===== config.mk =====
export PLATFORM = sky130hd
export DESIGN_NAME = mem_access_ctrl
export DESIGN_NICKNAME = d
export VERILOG_FILES = /design/src/rtl/mem_pkg.sv /design/src/rtl/mem_stack_tracker.sv /design/src/rtl/mem_access_ctrl.sv
export SDC_FILE = /design/constraint.sdc
export NUM_CORES = 1
export LEC_CHECK = 0
export BUFFER_PORTS_ARGS = -buffer_cell sky130_fd_sc_hd__clkbuf_2
export CORE_ASPECT_RATIO = 1.75
export CORE_MARGIN = 8
export CORE_UTILIZATION = 47
export CTS_CLUSTER_SIZE = 12
export DETAILED_ROUTE_END_ITERATION = 7
export GPL_TIMING_DRIVEN = 0
export PLACE_DENSITY = 0.8
export SYNTH_ARGS = -nofsm -noshare
export SYNTH_HDL_FRONTEND = slang
export SYNTH_HIERARCHICAL = 1
export SYNTH_SLANG_ARGS = --single-unit

===== constraint.sdc =====
create_clock -name clk -period 2.5 [get_ports clk]
set_input_delay 0.125 -clock clk [delete_from_list [all_inputs] [get_ports clk]]
set_output_delay 0.125 -clock clk [all_outputs]
set_load 0.02 [all_outputs]

===== src/rtl/mem_pkg.sv =====
// Shared definitions for the memory stage: op/error encodings, FSM states and
// the memory geometry that must agree with data_memory_with_stack.
package mem_pkg;

  localparam int DATA_MEM_SIZE = 256;
  localparam int STACK_START   = 200;
  localparam int STACK_DEPTH   = 14;
  localparam int DEPTH_W       = 4;

  typedef enum logic [1:0] {
    OP_LW   = 2'b00,
    OP_SW   = 2'b01,
    OP_PUSH = 2'b10,
    OP_POP  = 2'b11
  } op_e;

  typedef enum logic [1:0] {
    ERR_NONE  = 2'b00,
    ERR_ALIGN = 2'b01,
    ERR_RANGE = 2'b10,
    ERR_STACK = 2'b11
  } err_e;

  typedef enum logic [1:0] {
    ST_IDLE  = 2'b00,
    ST_ISSUE = 2'b01,
    ST_WAIT  = 2'b10,
    ST_DONE  = 2'b11
  } state_e;

  function automatic logic isReadOp(input op_e op);
    return (op == OP_LW) || (op == OP_POP);
  endfunction

  function automatic logic isStaticOp(input op_e op);
    return (op == OP_LW) || (op == OP_SW);
  endfunction

endpackage


===== src/rtl/mem_stack_tracker.sv =====
// Shadow copy of the data memory's stack pointer, kept as a push/pop depth so
// the sequencer can reject overflow and underflow before touching memory.
module mem_stack_tracker
  import mem_pkg::*;
#(
  parameter int STACK_DEPTH_P = STACK_DEPTH
) (
  input  logic               clk,
  input  logic               rst_n,
  input  logic               inc_i,
  input  logic               dec_i,
  output logic [DEPTH_W-1:0] depth_o,
  output logic               full_o,
  output logic               empty_o
);

  logic [DEPTH_W-1:0] depth_q, depth_d;

  assign full_o  = (depth_q == DEPTH_W'(STACK_DEPTH_P));
  assign empty_o = (depth_q == '0);
  assign depth_o = depth_q;

  // Validation already blocks illegal ops; the guards just keep the count from wrapping.
  always_comb begin
    depth_d = depth_q;
    if (inc_i && !full_o) begin
      depth_d = depth_q + 1'b1;
    end else if (dec_i && !empty_o) begin
      depth_d = depth_q - 1'b1;
    end
  end

  always_ff @(posedge clk) begin
    if (!rst_n) begin
      depth_q <= '0;
    end else begin
      depth_q <= depth_d;
    end
  end

endmodule


===== src/rtl/mem_access_ctrl.sv =====
// Memory-stage sequencer: validates one LW/SW/PUSH/POP, strobes the data memory
// for a single cycle and returns read data or an error code to write-back.
module mem_access_ctrl
  import mem_pkg::*;
#(
  parameter int STACK_START_P = STACK_START,
  parameter int STACK_DEPTH_P = STACK_DEPTH
) (
  input  logic               clk,
  input  logic               rst_n,
  input  logic               start,
  input  logic [1:0]         op,
  input  logic [31:0]        addr_in,
  input  logic [31:0]        wdata_in,
  output logic               ready,
  output logic               mem_write,
  output logic               mem_read,
  output logic               dataMemEnable,
  output logic [31:0]        address,
  output logic [31:0]        data_in,
  input  logic [31:0]        data_out,
  output logic               done,
  output logic               rd_valid,
  output logic [31:0]        rd_data,
  output logic               err,
  output logic [1:0]         err_code,
  output logic [DEPTH_W-1:0] stack_depth
);

  state_e      state_q, state_d;
  op_e         op_q, op_d;
  err_e        errCode_q, errCode_d;
  logic [31:0] addr_q, addr_d;
  logic [31:0] wdata_q, wdata_d;
  logic [31:0] rdData_q, rdData_d;

  op_e  reqOp;
  err_e reqErr;
  logic stackInc, stackDec, stackFull, stackEmpty;

  mem_stack_tracker #(
    .STACK_DEPTH_P(STACK_DEPTH_P)
  ) u_stack_tracker (
    .clk    (clk),
    .rst_n  (rst_n),
    .inc_i  (stackInc),
    .dec_i  (stackDec),
    .depth_o(stack_depth),
    .full_o (stackFull),
    .empty_o(stackEmpty)
  );

  assign reqOp    = op_e'(op);
  assign rd_data  = rdData_q;
  assign err_code = errCode_q;

  // Catch accesses the memory would silently drop, before any strobe is issued.
  always_comb begin
    reqErr = ERR_NONE;
    unique case (reqOp)
      OP_LW, OP_SW: begin
        if (addr_in[1:0] != 2'b00) begin
          reqErr = ERR_ALIGN;
        end else if (addr_in[31:2] >= 30'(STACK_START_P)) begin
          reqErr = ERR_RANGE;
        end
      end
      OP_PUSH: if (stackFull) reqErr = ERR_STACK;
      OP_POP:  if (stackEmpty) reqErr = ERR_STACK;
      default: reqErr = ERR_NONE;
    endcase
  end

  always_comb begin
    state_d       = state_q;
    op_d          = op_q;
    addr_d        = addr_q;
    wdata_d       = wdata_q;
    errCode_d     = errCode_q;
    rdData_d      = rdData_q;
    ready         = 1'b0;
    mem_read      = 1'b0;
    mem_write     = 1'b0;
    dataMemEnable = 1'b0;
    address       = '0;
    data_in       = '0;
    done          = 1'b0;
    rd_valid      = 1'b0;
    err           = 1'b0;
    stackInc      = 1'b0;
    stackDec      = 1'b0;
    unique case (state_q)
      ST_IDLE: begin
        ready = 1'b1;
        if (start) begin
          op_d      = reqOp;
          addr_d    = addr_in;
          wdata_d   = wdata_in;
          errCode_d = reqErr;
          state_d   = (reqErr == ERR_NONE) ? ST_ISSUE : ST_DONE;
        end
      end
      ST_ISSUE: begin
        dataMemEnable = isStaticOp(op_q);
        mem_read      = isReadOp(op_q);
        mem_write     = !isReadOp(op_q);
        address       = isStaticOp(op_q) ? addr_q : '0;
        data_in       = (op_q == OP_SW || op_q == OP_PUSH) ? wdata_q : '0;
        stackInc      = (op_q == OP_PUSH);
        stackDec      = (op_q == OP_POP);
        state_d       = isReadOp(op_q) ? ST_WAIT : ST_DONE;
      end
      ST_WAIT: begin
        rdData_d = data_out;
        state_d  = ST_DONE;
      end
      ST_DONE: begin
        done     = 1'b1;
        err      = (errCode_q != ERR_NONE);
        rd_valid = isReadOp(op_q) && (errCode_q == ERR_NONE);
        state_d  = ST_IDLE;
      end
      default: state_d = ST_IDLE;
    endcase
  end

  always_ff @(posedge clk) begin
    if (!rst_n) begin
      state_q   <= ST_IDLE;
      op_q      <= OP_LW;
      errCode_q <= ERR_NONE;
      addr_q    <= '0;
      wdata_q   <= '0;
      rdData_q  <= '0;
    end else begin
      state_q   <= state_d;
      op_q      <= op_d;
      errCode_q <= errCode_d;
      addr_q    <= addr_d;
      wdata_q   <= wdata_d;
      rdData_q  <= rdData_d;
    end
  end

endmodule


== After elaboration in Yosys (flattened, before gate mapping) ==
Index checks and enable logic that the tools add are counted.
Storage, ports and cells
  input bits: 101
  memories kept: 0
  bits in latches: 0
  word-level logic and storage cells: 65
  output and inout port bits: 109
  bits in writable memories: 0
  bits in read-only memories: 0
  register bits: 106
Operators by class
  div/mod/pow operators: 0
  order comparisons: 1
  bitwise logic cells: 0
  equal/unequal tests: 11
  shift-type cells: 0
  multiply operators: 0
  mux-type cells: 24
  reductions and logical operators: 20
  add/subtract/negate cells: 2
Operator list (number)
  2-to-1 mux 32 bit: 4
  >= comparator 30 x 8 -> 1 bit (second input constant): 1
  == test 2 bit (second input constant): 6
  2-to-1 mux 2 bit: 6
  logical NOT 2 bit: 5
  2-to-1 mux 1 bit: 10
  2-to-1 mux 4 bit: 2
  one-hot mux 2 bit (4 select lines): 1
  == test 2 x 1 -> 1 bit (second input constant): 3
  one-hot mux 2 bit (3 select lines): 1
  nonzero test 2 bit: 3
  adder 4 x 1 -> 4 bit (second input constant): 1
  == test 4 bit (second input constant): 1
  logical NOT 4 bit: 1
  subtractor 4 x 1 -> 4 bit (second input constant): 1
  logical AND 1 bit: 3
  logical NOT 1 bit: 3
  logical OR 1 bit: 3
  != test 2 bit (second input constant): 1
  AND reduction 2 bit: 1
  OR reduction 2 bit: 1

== Depth between registers and ports, before layout ==
  depth in word-level cells: 8
  mapped depth: 11
  depth with buffers taken out: 9

== By module ==
Netlist, hierarchy kept.
Modules (own cells, without submodules)
  mem_access_ctrl: area an instance 4272.8 um^2, instances 1, cells an instance 516, sequential area each 2042.0 um^2
  mem_stack_tracker: area an instance 314.1 um^2, instances 1, cells an instance 32, sequential area each 80.1 um^2

== Worst setup path after synthesis ==
Ideal clock, no wire load.
  path type: register to register
  start: register state_q[1]
  end: register u_stack_tracker.depth_q[3] (netlist: u_stack_tracker/depth_o[3])
  required time: 2.379 ns
  setup slack: 0.323 ns
  arrival: 2.056 ns
  buffers on the path: 2
  stages on the path, launching flop included: 12
  clock period less this slack: 2.177 ns
  setup time: 0.121 ns
  path through: dfxtp_1 inv_1 ha_1 clkbuf_2 clkbuf_1 and2_1 nand2b_1 ha_1 nand3_1 a211oi_1 o21ai_1 mux2i_1
Between the ends
  longest elaborated chain between the ends: 4
  elaborated cells between the ends (all ways): 7
  those cells by class: 1 x eq/ne; 3 x mux; 3 x reduce/logical
Ends and longest elaborated chain
  from (decl): line mem_access_ctrl.sv:30  | state_e state_q, state_d;
  from (signal assigned): line mem_access_ctrl.sv:136  | state_q <= state_d;
  == test 2 x 1 -> 1 bit *: line mem_access_ctrl.sv:92  | unique case (state_q)
  2-to-1 mux 1 bit *: line mem_access_ctrl.sv:92
  named net stackInc: line mem_access_ctrl.sv:39  | logic stackInc, stackDec, stackFull, stackEmpty;
  logical AND 1 bit *: line mem_stack_tracker.sv:26  | if (inc_i && !full_o) begin
  2-to-1 mux 4 bit / nonzero test 2 bit (equally long branches)
  to (signal assigned): line mem_stack_tracker.sv:37  | depth_q <= depth_d;
  to (decl): line mem_stack_tracker.sv:17  | logic [DEPTH_W-1:0] depth_q, depth_d;
The timed path passes the listed nets; every way through them passes the cells marked *.
A chain may end at the register's enable or synchronous reset.

== Final worst setup path ==
Ends and elaborated chain as after synthesis.

==> summary.txt <==
Status
  • Status: complete, no violations

Detailed routing
  • Drt pass-1 iters: 4
  • Routed Antenna Nets: 0
  • Number of vias per cell: between 5 and 6
  • Routed WL: 14.48 mm
  • WL per Instance: ~16 um
  • DRC Markers: 0
  • Starting DRT DRC Count: 111
  • Vias: roughly 4,600

Setup path
  • Critical Path AT: 2.57 ns
  • Crit path buf inv count: 2
  • CP Launch Type: flop
  • WS Path Type: reg -> reg
  • CP max stage delay: between 0.3 and 0.4 ns
  • Worst Setup End Kind: flop
  • CP required: 2.73 ns
  • Crit-path most repeated cell: ha_1
  • Critical Path Fanout Max: 19
  • Worst path cell trace: inv_1 > ha_1 > clkbuf_4 > and2_1 > nand2b_1 > ha_1 > nand3_1 > a211oi_1 > o21ai_1 > mux2i_1
  • Top cell family by delay on the critical path: adder cells
  • Slowest CP cell: ha_1

Clock tree
  • CTS buffer count: 9
  • Clock Latency Late Sink: approximately 0.34 ns
  • Clock transition at path regs: 0.06 ns
  • Clock sinks: about 110
  • CTS root buf: clkbuf_16
  • Post-CTS Setup Bufs: 0
  • H-Tree Depth: 3
  • CTS max path bufs: 2
  • CTS tree: done

Global route
  • Global route overflow: 0
  • Pin count of the biggest net entering global routing: 20
  • Gr busiest metal: met2
  • Met3 GRT Util: roughly 5.9%
  • Grt met2 use: 39.27%
  • Total GRT Usage: between 20% and 30%
  • First-pass GRT wire length: 22.91 mm
  • GRT met1 Usage: 20.30%
  • Initial antenna violation count: 0
  • Vias in the first global route: slightly below 5,000

Place
  • Final HPWL DP: 11.46 mm
  • # port buffers: 209
  • Gpl congestion: between 0.8 and 0.9
  • Dpl cell area: 5786 sq um

Finish
  • Layout cell share with drive strength beyond 1: 32.44%
  • Synthesis-to-finish area growth: 34.78%
  • Most frequent cells in the layout: clkbuf_2, nand2_1, dfxtp_1, a21oi_1, nor2_1
  • Number of antenna diodes: 0
  • Fillers: 816
  • # nets final: 888
  • Most common cell after layout, fill and taps aside: clkbuf_2
  • Post-route cell area: 6182 sq um

Logic synthesis
  • Yosys cell types: 43
  • Syn Area/Cell: 8.370 sq um
  • Ys Warns: 6
  • Top post-synthesis cells by area: dfxtp_1, nand2_1, mux2i_1
  • Net count after synthesis: 660
  • Share of the synthesized area in the top cell type: 46.26%
  • Synthesis-stage register bit count: ~110
  • Most area-hungry cell type in the Yosys netlist: dfxtp_1
  • Synth Instances: 548
  • Register area share after synthesis: 46.26%
  • Post-synthesis cell area: approximately 4600 sq um

Die
  • Core area: 9468 sq um
  • I/O pin count: 210
  • FP Rows: 47
  • Starting density of the core: 48.45%
  • Die Y: 146.7 um
  • Die X: between 90 and 100 um
  • Die Area: ~13,000 sq um

Power
  • Leak Pwr: 0.002997 uW
  • PwrDens: 829.3 nW/um^2
  • Max IR drop VDD: 0.0004936 V

Hold path
  • HP Class: in -> reg

Run
  • Max-cap violations: 0

Timing
  • RSZ-0062 raised after global routing: no
  • Max Slew Vio Count: 0
  • Fmax: 0.4264 GHz
  • Setup violators final: 0
  • Final worst-path cycle share: 93.81%
  • Count of final hold-check violations: 0
  • Normalized max-slew margin: 67.93%
  • Clock Skew: 0.006027 ns
  • Worst slew pin tran: 0.4811 ns
  • Fin Hold WS: 0.007693 ns
  • Fin crit period: 2.345 ns
area by class of cell:
cell class / count / area, sq um / area share [%]
Clock inverter: 6 / 82.58 / 1.336
Multi-Input combinational cell: 396 / 2217 / 35.86
Clock buffer: 9 / 225.2 / 3.643
Timing Repair Buffer: 218 / 1136 / 18.38
Tap cell: 122 / 152.6 / 2.469
Inverter: 7 / 26.28 / 0.4250
Sequential cell: 106 / 2122 / 34.33
Buffer: 38 / 220.2 / 3.562
stage by stage:
stage / total power, uW / worst slack [ns] / cells / setup TNS [ns] / util, %
final: 5127 / 0.1548 / 902 / 0 / 65.30
after global routing: 5401 / 0.01110 / 902 / 0 / 65.30
after CTS: 5158 / 0.09408 / 902 / 0 / 65.27
after detailed placement: 3678 / -0.09089 / 879 / -0.09089 / 61.11
after global placement: 3616 / 0.04901 / 879 / 0 / 61.11
after floorplan: 3160 / 0.3230 / 548 / 0 / -
cells by family after synthesis:
| group | Yosys count | synth area share, % |
|---|---|---|
| AO/OA/AOI/OAI | 84 | 10.42 |
| XOR/XNOR | 2 | 0.3820 |
| multiplexers | 35 | 7.638 |
| AND/OR/NAND/NOR | 264 | 26.73 |
| flip-flops | 106 | 46.26 |
| adder cells (fa/ha/maj) | 11 | 3.164 |
| buffers and inverters | 46 | 5.401 |
per-layer routing:
metal	up-vias	routed length, um
met3	35	935
met1	2110	5273
li1	2265	-
met5	-	0
met2	172	7725
met4	0	548
path summary, 6_finish.rpt:
check | start | endpoint | slack [ns] | cells past startpoint
worst max register to register | state_q[1] | u_stack_tracker/depth_o[3] | 0.15 | 10
worst min register to register | addr_q[3] | addr_q[3] | 0.45 | 2
worst max-delay path | state_q[1] | u_stack_tracker/depth_o[3] | 0.15 | 10
worst min-delay path | wdata_in[2] | wdata_q[2] | 0.008 | 3
Yosys cell counts (all sizes together):
library cell and count:
buf 20, a21oi 69, o21a 2, o211a 2, mux2i 35, inv 7, nor3 1, nand4 1
and3 33, fa 1, nand2b 2, and4b 1, nor2 40, xnor2 1, and2 37, clkbuf 19
xor2 1, dfxtp 106, ha 10, nor4 6, o311ai 1, o21ai 3, o211ai 1, nand3 3
o22ai 2, o2111ai 1, a221oi 1, a211oi 1, o311a 1, nor4b 1, nand3b 1, nor2b 2
nand2 136
state kept, by name, summed over array words and instances, names as in the netlist:
register,count
op_q,2
wdata_q,32
rd_data,32
u_stack_tracker/depth_o,4
addr_q,32
err_code,2
state_q,2
worst register-to-register path, stage by stage, from the launching register on:
cell and delay, ns:
dfxtp_1 0.35, inv_1 0.12, ha_1 0.16, clkbuf_4 0.24, and2_1 0.24, nand2b_1 0.14, ha_1 0.37, nand3_1 0.12
a211oi_1 0.25, o21ai_1 0.10, mux2i_1 0.13
power breakdown:
group	switching [uW]	internal (uW)	leakage [uW]	total, uW
Combinational	988	601	0.00198	1590
Sequential	130	1940	0.000867	2070
Clock	606	867	0.000151	1470
Total	1720	3400	0.00300	5130
what timing repair did:
action,CTS,global route
resized for setup,0,2
endpoints found under the setup margin,1,2
hold endpoints to repair,9,0
hold buffers,9,0
Note: power is estimated with default switching activity, not from simulation.
